**src/rtl/ps2_keymap_pkg.sv**
```systemverilog
// Shared definitions for the PS/2 keyboard front end.
//   - scan-code constants for every mapped key (set 2 make codes)
//   - break (F0) and extended (E0) prefix bytes
//   - key_to_note(): maps a scan code to {hit, note index 0..11}
//   - rx_state_t: receiver frame FSM states
package ps2_keymap_pkg;

  // Prefix bytes
  localparam logic [7:0] SC_BREAK = 8'hF0;
  localparam logic [7:0] SC_EXT   = 8'hE0;

  // Note keys, C..B
  localparam logic [7:0] SC_A = 8'h1C;
  localparam logic [7:0] SC_W = 8'h1D;
  localparam logic [7:0] SC_S = 8'h1B;
  localparam logic [7:0] SC_E = 8'h24;
  localparam logic [7:0] SC_D = 8'h23;
  localparam logic [7:0] SC_F = 8'h2B;
  localparam logic [7:0] SC_T = 8'h2C;
  localparam logic [7:0] SC_G = 8'h34;
  localparam logic [7:0] SC_Y = 8'h35;
  localparam logic [7:0] SC_H = 8'h33;
  localparam logic [7:0] SC_U = 8'h3C;
  localparam logic [7:0] SC_J = 8'h3B;

  // Command keys
  localparam logic [7:0] SC_OCT_DN  = 8'h1A; // Z
  localparam logic [7:0] SC_OCT_UP  = 8'h22; // X
  localparam logic [7:0] SC_AMP_DN  = 8'h21; // C
  localparam logic [7:0] SC_AMP_UP  = 8'h2A; // V
  localparam logic [7:0] SC_ADSR_DN = 8'h31; // N
  localparam logic [7:0] SC_ADSR_UP = 8'h3A; // M

  // ADSR parameter select keys 1..4
  localparam logic [7:0] SC_SEL_1 = 8'h16;
  localparam logic [7:0] SC_SEL_2 = 8'h1E;
  localparam logic [7:0] SC_SEL_3 = 8'h26;
  localparam logic [7:0] SC_SEL_4 = 8'h25;

  typedef enum logic [1:0] {
    RX_IDLE   = 2'd0,
    RX_DATA   = 2'd1,
    RX_PARITY = 2'd2,
    RX_STOP   = 2'd3
  } rx_state_t;

  // Returns {hit, idx}; idx is 0 when hit is 0.
  function automatic logic [4:0] key_to_note(input logic [7:0] code);
    logic [4:0] r;
    case (code)
      SC_A:    r = {1'b1, 4'd0};
      SC_W:    r = {1'b1, 4'd1};
      SC_S:    r = {1'b1, 4'd2};
      SC_E:    r = {1'b1, 4'd3};
      SC_D:    r = {1'b1, 4'd4};
      SC_F:    r = {1'b1, 4'd5};
      SC_T:    r = {1'b1, 4'd6};
      SC_G:    r = {1'b1, 4'd7};
      SC_Y:    r = {1'b1, 4'd8};
      SC_H:    r = {1'b1, 4'd9};
      SC_U:    r = {1'b1, 4'd10};
      SC_J:    r = {1'b1, 4'd11};
      default: r = 5'd0;
    endcase
    return r;
  endfunction

endpackage

```
**src/rtl/ps2_rx.sv**
```systemverilog
// PS/2 device-to-host frame receiver.
//   clk, reset     : system clock, asynchronous active-low reset
//   ps2_clk/ps2_dat: raw PS/2 pins (asynchronous to clk)
//   scan_valid     : 1-cycle strobe, good frame received
//   scan_code      : last good byte, holds between strobes
//   frame_err      : 1-cycle strobe on bad start/parity/stop or mid-frame timeout
module ps2_rx
  import ps2_keymap_pkg::*;
#(
  parameter int TIMEOUT_CYCLES = 50000
) (
  input  logic       clk,
  input  logic       reset,
  input  logic       ps2_clk,
  input  logic       ps2_dat,
  output logic       scan_valid,
  output logic [7:0] scan_code,
  output logic       frame_err
);

  localparam int                CNT_W    = $clog2(TIMEOUT_CYCLES + 1);
  localparam logic [CNT_W-1:0]  CNT_LAST = CNT_W'(TIMEOUT_CYCLES - 1);

  logic             clk_sync_p0, clk_sync_p1;
  logic             dat_sync_p0, dat_sync_p1;
  logic             clk_prev_p2;
  logic             fall_p2;
  logic             dat_p2;
  rx_state_t        state;
  logic [7:0]       shift;
  logic [2:0]       bit_cnt;
  logic             parity_ok;
  logic [CNT_W-1:0] idle_cnt;

  // Stage p0/p1: two-flop synchronizers, loaded high so reset looks like an idle bus
  always_ff @(posedge clk or negedge reset) begin
    if (!reset) begin
      clk_sync_p0 <= 1'b1;
      clk_sync_p1 <= 1'b1;
      dat_sync_p0 <= 1'b1;
      dat_sync_p1 <= 1'b1;
    end else begin
      clk_sync_p0 <= ps2_clk;
      clk_sync_p1 <= clk_sync_p0;
      dat_sync_p0 <= ps2_dat;
      dat_sync_p1 <= dat_sync_p0;
    end
  end

  // Stage p2: falling-edge detect; data captured alongside so FSM sees a matched pair
  always_ff @(posedge clk or negedge reset) begin
    if (!reset) begin
      clk_prev_p2 <= 1'b1;
      fall_p2     <= 1'b0;
      dat_p2      <= 1'b1;
    end else begin
      clk_prev_p2 <= clk_sync_p1;
      fall_p2     <= clk_prev_p2 & ~clk_sync_p1;
      dat_p2      <= dat_sync_p1;
    end
  end

  // Stage p3: frame FSM, one bit per sample event, plus mid-frame timeout
  always_ff @(posedge clk or negedge reset) begin
    if (!reset) begin
      state      <= RX_IDLE;
      shift      <= 8'd0;
      bit_cnt    <= 3'd0;
      parity_ok  <= 1'b0;
      idle_cnt   <= '0;
      scan_valid <= 1'b0;
      scan_code  <= 8'd0;
      frame_err  <= 1'b0;
    end else begin
      scan_valid <= 1'b0;
      frame_err  <= 1'b0;
      if (state == RX_IDLE) begin
        idle_cnt <= '0;
        // A high data bit on an idle bus is line noise, not a framing error
        if (fall_p2 && !dat_p2) begin
          state   <= RX_DATA;
          bit_cnt <= 3'd0;
        end
      end else if (fall_p2) begin
        idle_cnt <= '0;
        case (state)
          RX_DATA: begin
            shift   <= {dat_p2, shift[7:1]};
            bit_cnt <= bit_cnt + 3'd1;
            if (bit_cnt == 3'd7) state <= RX_PARITY;
          end
          RX_PARITY: begin
            // Odd parity: data bits plus parity bit must hold an odd number of ones
            parity_ok <= ^{shift, dat_p2};
            state     <= RX_STOP;
          end
          RX_STOP: begin
            state <= RX_IDLE;
            if (parity_ok && dat_p2) begin
              scan_valid <= 1'b1;
              scan_code  <= shift;
            end else begin
              frame_err <= 1'b1;
            end
          end
          default: state <= RX_IDLE;
        endcase
      end else if (idle_cnt == CNT_LAST) begin
        // Keyboard stopped clocking mid-frame: abandon the partial byte
        frame_err <= 1'b1;
        state     <= RX_IDLE;
        idle_cnt  <= '0;
      end else begin
        idle_cnt <= idle_cnt + 1'b1;
      end
    end
  end

endmodule

```
**src/rtl/ps2_key_decoder.sv**
```systemverilog
// PS/2 keyboard front end for the synth IO controller: receives PS/2 frames
// and turns make/break scan codes into held-note state, +/- command strobes
// and the ADSR parameter selector.
//   clk, reset            : system clock, asynchronous active-low reset
//   ps2_clk, ps2_dat      : raw PS/2 pins
//   note_in, note         : held-note flag and index (0..11, C..B) of last note make
//   octave_/amp_/ADSR_plus_plus/minus_minus : 1-cycle adjust strobes
//   ADSR_selector         : 0 attack, 1 decay, 2 sustain, 3 release
//   scan_valid, scan_code : raw good-frame strobe and last good byte
//   frame_err             : 1-cycle strobe on a bad or timed-out frame
module ps2_key_decoder
  import ps2_keymap_pkg::*;
#(
  parameter int TIMEOUT_CYCLES = 50000
) (
  input  logic       clk,
  input  logic       reset,
  input  logic       ps2_clk,
  input  logic       ps2_dat,
  output logic       note_in,
  output logic [3:0] note,
  output logic       octave_plus_plus,
  output logic       octave_minus_minus,
  output logic       amp_plus_plus,
  output logic       amp_minus_minus,
  output logic [1:0] ADSR_selector,
  output logic       ADSR_plus_plus,
  output logic       ADSR_minus_minus,
  output logic       scan_valid,
  output logic [7:0] scan_code,
  output logic       frame_err
);

  logic       brk;
  logic       ext;
  logic [7:0] held_code;
  logic [4:0] note_hit;

  ps2_rx #(
    .TIMEOUT_CYCLES(TIMEOUT_CYCLES)
  ) u_rx (
    .clk       (clk),
    .reset     (reset),
    .ps2_clk   (ps2_clk),
    .ps2_dat   (ps2_dat),
    .scan_valid(scan_valid),
    .scan_code (scan_code),
    .frame_err (frame_err)
  );

  assign note_hit = key_to_note(scan_code);

  // Stage p4: decode one byte per scan_valid into registered outputs
  always_ff @(posedge clk or negedge reset) begin
    if (!reset) begin
      brk                <= 1'b0;
      ext                <= 1'b0;
      held_code          <= 8'd0;
      note_in            <= 1'b0;
      note               <= 4'd0;
      octave_plus_plus   <= 1'b0;
      octave_minus_minus <= 1'b0;
      amp_plus_plus      <= 1'b0;
      amp_minus_minus    <= 1'b0;
      ADSR_selector      <= 2'd0;
      ADSR_plus_plus     <= 1'b0;
      ADSR_minus_minus   <= 1'b0;
    end else begin
      octave_plus_plus   <= 1'b0;
      octave_minus_minus <= 1'b0;
      amp_plus_plus      <= 1'b0;
      amp_minus_minus    <= 1'b0;
      ADSR_plus_plus     <= 1'b0;
      ADSR_minus_minus   <= 1'b0;

      if (frame_err) begin
        // A lost byte may have been the key following a prefix; drop the prefix too
        brk <= 1'b0;
        ext <= 1'b0;
      end else if (scan_valid) begin
        if (scan_code == SC_BREAK) begin
          brk <= 1'b1;
        end else if (scan_code == SC_EXT) begin
          ext <= 1'b1;
        end else begin
          brk <= 1'b0;
          ext <= 1'b0;
          if (ext) begin
            // Extended keys (arrows, keypad etc.) are not mapped
          end else if (brk) begin
            // Only releasing the currently held note ends it
            if (note_in && scan_code == held_code) note_in <= 1'b0;
          end else if (note_hit[4]) begin
            note_in   <= 1'b1;
            note      <= note_hit[3:0];
            held_code <= scan_code;
          end else begin
            case (scan_code)
              SC_OCT_UP:  octave_plus_plus   <= 1'b1;
              SC_OCT_DN:  octave_minus_minus <= 1'b1;
              SC_AMP_UP:  amp_plus_plus      <= 1'b1;
              SC_AMP_DN:  amp_minus_minus    <= 1'b1;
              SC_ADSR_UP: ADSR_plus_plus     <= 1'b1;
              SC_ADSR_DN: ADSR_minus_minus   <= 1'b1;
              SC_SEL_1:   ADSR_selector      <= 2'd0;
              SC_SEL_2:   ADSR_selector      <= 2'd1;
              SC_SEL_3:   ADSR_selector      <= 2'd2;
              SC_SEL_4:   ADSR_selector      <= 2'd3;
              default: ;
            endcase
          end
        end
      end
    end
  end

endmodule
```
**config.mk**
```make
export PLATFORM = sky130hd
export DESIGN_NAME = ps2_key_decoder
export DESIGN_NICKNAME = d
export VERILOG_FILES = /design/src/rtl/ps2_keymap_pkg.sv /design/src/rtl/ps2_rx.sv /design/src/rtl/ps2_key_decoder.sv
export SDC_FILE = /design/constraint.sdc
export NUM_CORES = 1
export LEC_CHECK = 0
export ABC_AREA = 1
export BUFFER_PORTS_ARGS = -buffer_cell sky130_fd_sc_hd__buf_2
export CAP_MARGIN = 20
export CORE_MARGIN = 8
export CORE_UTILIZATION = 45
export DETAILED_ROUTE_END_ITERATION = 7
export HOLD_SLACK_MARGIN = 0.15
export PLACE_DENSITY = 0.6
export SLEW_MARGIN = 20
export SYNTH_ARGS = -nofsm -noshare
export SYNTH_HDL_FRONTEND = slang
export SYNTH_SLANG_ARGS = --single-unit
```
**constraint.sdc**
```tcl
create_clock -name clk -period 3.6 [get_ports clk]
set_input_delay 0 -clock clk [delete_from_list [all_inputs] [get_ports clk]]
set_output_delay 0 -clock clk [all_outputs]
set_load 0.02 [all_outputs]
```
==> metrics.md <==
| Metric | Value |
|---|---|
| Status | `completed` |
| P_int | `1.38 mW` |
| Post-synth EDFFs | `0` |
| Drt total wl | `6980 um` |
| # setup viols final | `0` |
| # diodes | `0` |
| Gate Count Post-Synth | `418` |
| Vias | `2734` |
| CP max FO | `8` |
| Area delta synth->final | `12.6%` |
| Final hold viol count | `0` |
| VDD IR-drop max | `303 uV` |
| Layout Utilization | `0.523` |
| Hold WS | `187 ps` |
| P_leak | `1.96 nW` |
| Seq/Total Area, Yosys | `0.493` |
| Yosys warnings | `0` |
| Worst-margin pin slew | `829 ps` |
| Layout cells sized above 1 | `0.193` |
| Largest net degree at the start of global routing | `44` |
| CP Launch Type | `flip-flop` |
| Max frequency | `530 MHz` |
| H-tree Lvls | `3` |
| Avg Cell Area, Syn | `8.54 sq um` |
| P_sw | `681 uW` |
| Pwr Total | `2.06 mW` |
| Levels on crit path | `9` |
| Core Area | `7690 sq um` |
| NumNets Final | `468` |
| CTS Buf Count | `9` |
| R2R depth | `9` |
| Final Cycle Share | `0.524` |
| Logic pwr share | `0.224` |
| Site Rows | `32` |
| Congestion Overflow GR | `0` |
| Routability cong. | `0.805` |
| Seq pwr share | `0.482` |
| RSZ-0062 raised after global routing | `false` |
| Post-DP HPWL | `5280 um` |
| 1st-pass router iterations | `4` |
| Die height | `105 um` |
| Max Cap Violations | `0` |
| CTS Buffer Depth | `2` |
| Wirelength per Cell | `12.4 um` |
| Most frequent cell after synthesis | `nand2_1` |
| Crit path top cell by count | `inv_1` |
| Die width | `105 um` |
| Synth top cells by count | `nand2_1, dfrtp_1, inv_1, nor2_1, o21ai_0` |
| Antenna-violating nets left | `0` |
| Post-CTS setup buffers | `0` |
| Worst setup path class | `reg -> reg` |
| Hold_buf cts | `3` |
| Worst path slowest cell | `dfrtp_1` |
| Asr flop ratio synth | `1.00` |
| Iter 0 DRT Violations | `152` |
| Yosys top cell by area | `dfrtp_1` |
| Top-level I/O count | `27` |
| Cell Area, Synth | `3570 sq um` |
| CP max stage delay | `450 ps` |
| IO buf count | `26` |
| Drc violations | `0` |
| CP required | `3810 ps` |
| Distinct cells, synth | `39` |
| Clock-pin slew on the worst setup and hold paths | `70 ps` |
| Synthesized Nets | `431` |
| Clock share of power | `0.294` |
| Clk_lat worst skew | `340 ps` |
| Slew Limit Headroom | `0.446` |
| Synth Register Bits | `70` |
| Crit-path cells | `inv_1 -> ha_1 -> nor2_1 -> inv_1 -> nor2_1 -> inv_1 -> or2_0 -> nand3_1 -> o21ai_0` |
| Global Route Usage Sum | `0.136` |
| Crit path DAT | `2100 ps` |
| Resized cells post-CTS | `0` |
| Initial Util | `0.464` |
| Crit end category | `flip-flop` |
| Fin crit period | `1890 ps` |
| Clk sink count | `70` |
| Vias in the first global route | `2712` |
| Sw Ratio | `0.331` |
| First-pass GRT wire length | `12300 um` |
| Die area | `11000 sq um` |
| Synth top area share | `0.449` |
| Setup Skew | `6.77 ps` |
| Hold crit path type | `in -> async` |
| Buf/Inv on CP | `3` |
| CP top delay family | `simple AND/OR/NAND/NOR gates` |
| Via density per instance | `4.86` |
| Synth area leaders | `dfrtp_1, nand2_1, inv_1` |
| Setup TNS Final | `0 ps` |
| Clk root buf | `clkbuf_8` |
| CTS tree | `yes` |
| Count of final max-slew check failures | `0` |
| Initial antenna violation count | `0` |
| FILL cells | `760` |
| Top FF cell, synth | `dfrtp_1` |
| PwrDens | `512 nW/um^2` |
-- per-stage QoR --
stage / std cells / instance area [sq um] / setup slack (ps)
after detailed placement: 543 / 3800 / 1730
after CTS: 562 / 4020 / 1710
after floorplan: 418 / 3570 / 1900
after global placement: 543 / 3800 / 1770
final: 562 / 4020 / 1710
after global routing: 562 / 4020 / 1450
-- layer usage --
layer | GRT usage | vias to the layer above | wire length (um) | part of all wire
li1 | - | 1410 | - | -
met1 | 0.159 | 1287 | 3310 | 0.47
met2 | 0.225 | 28 | 3310 | 0.47
met3 | 0.0405 | 9 | 249 | 0.036
met4 | 0.0612 | 0 | 110 | 0.016
met5 | 0 | - | 0 | 0
-- power by group through the flow --
stage               sequential [mW]  clock (mW)  combinational, mW
global placement               1.00           0              0.453
global route                   1.01       0.663              0.545
finish                        0.991       0.605              0.462
floorplan                     0.986           0              0.361
detailed placement             1.01           0              0.463
CTS                           0.992       0.630              0.470
-- kinds of logic (layout without fill, tap and decap cells) --
group                    count (synthesis)  after routing  share of synthesized area
AO/OA/AOI/OAI                           70             70                      0.116
XOR/XNOR                                11             11                     0.0270
adder cells (fa/ha/maj)                  9              9                     0.0316
buffers and inverters                   59            101                     0.0677
flip-flops                              70             70                      0.493
AND/OR/NAND/NOR                        199            199                      0.265
-- sequential cells by signal, indices dropped and copies added (netlist names), 2 cells and up --
signal / count
ADSR_selector: 2
u_rx.shift: 8
note: 4
u_rx.bit_cnt: 3
u_rx.state: 2
held_code: 8
u_rx.idle_cnt: 16
u_rx.scan_code: 8
-- cell usage in the layout, fill, tap and decap left out, types with 8 or more instances in the layout --
cell / synthesis / layout
a21oi_1: 20 / 20
buf_2: 0 / 25
clkbuf_8: 0 / 9
dfrtp_1: 64 / 64
ha_1: 9 / 9
inv_1: 48 / 48
nand2_1: 86 / 86
nand2_2: 10 / 10
nand3_1: 20 / 20
nor2_1: 47 / 47
nor3_1: 11 / 11
o21ai_0: 32 / 32
o21ai_2: 8 / 8
-- area by class of cell --
cell class | instances | area, sq um | share of cell area
clock buffers | 12 | 135 | 0.0336
multi-input cells | 289 | 1570 | 0.390
clock inverters | 4 | 47.5 | 0.0118
flip-flops and latches | 70 | 1760 | 0.438
inverters | 54 | 203 | 0.0505
well taps | 102 | 128 | 0.0318
repair buffers | 31 | 178 | 0.0442
-- worst register-to-register path: cells and delay by family, from the launching register on --
kind                       cells  cell delay (ps)
buffers and inverters          3              250
and+or+nand+nor                4              660
DFF                            1              450
adders and majority gates      1              290
AOI/OAI and AO/OA              1              100
-- final timing paths --
check	slack [ps]	end	from
min in group clk	300	u_rx.dat_sync_p0	ps2_dat
max	1710	u_rx.state[0]	u_rx.state[0]
max in group asynchronous	2680	u_rx.clk_sync_p1	reset
max reg2reg	1710	u_rx.state[0]	u_rx.state[0]
min reg2reg	360	u_rx.dat_p2	u_rx.dat_sync_p1
min	190	ADSR_plus_plus	reset
Note: power is estimated with default switching activity, not from simulation.
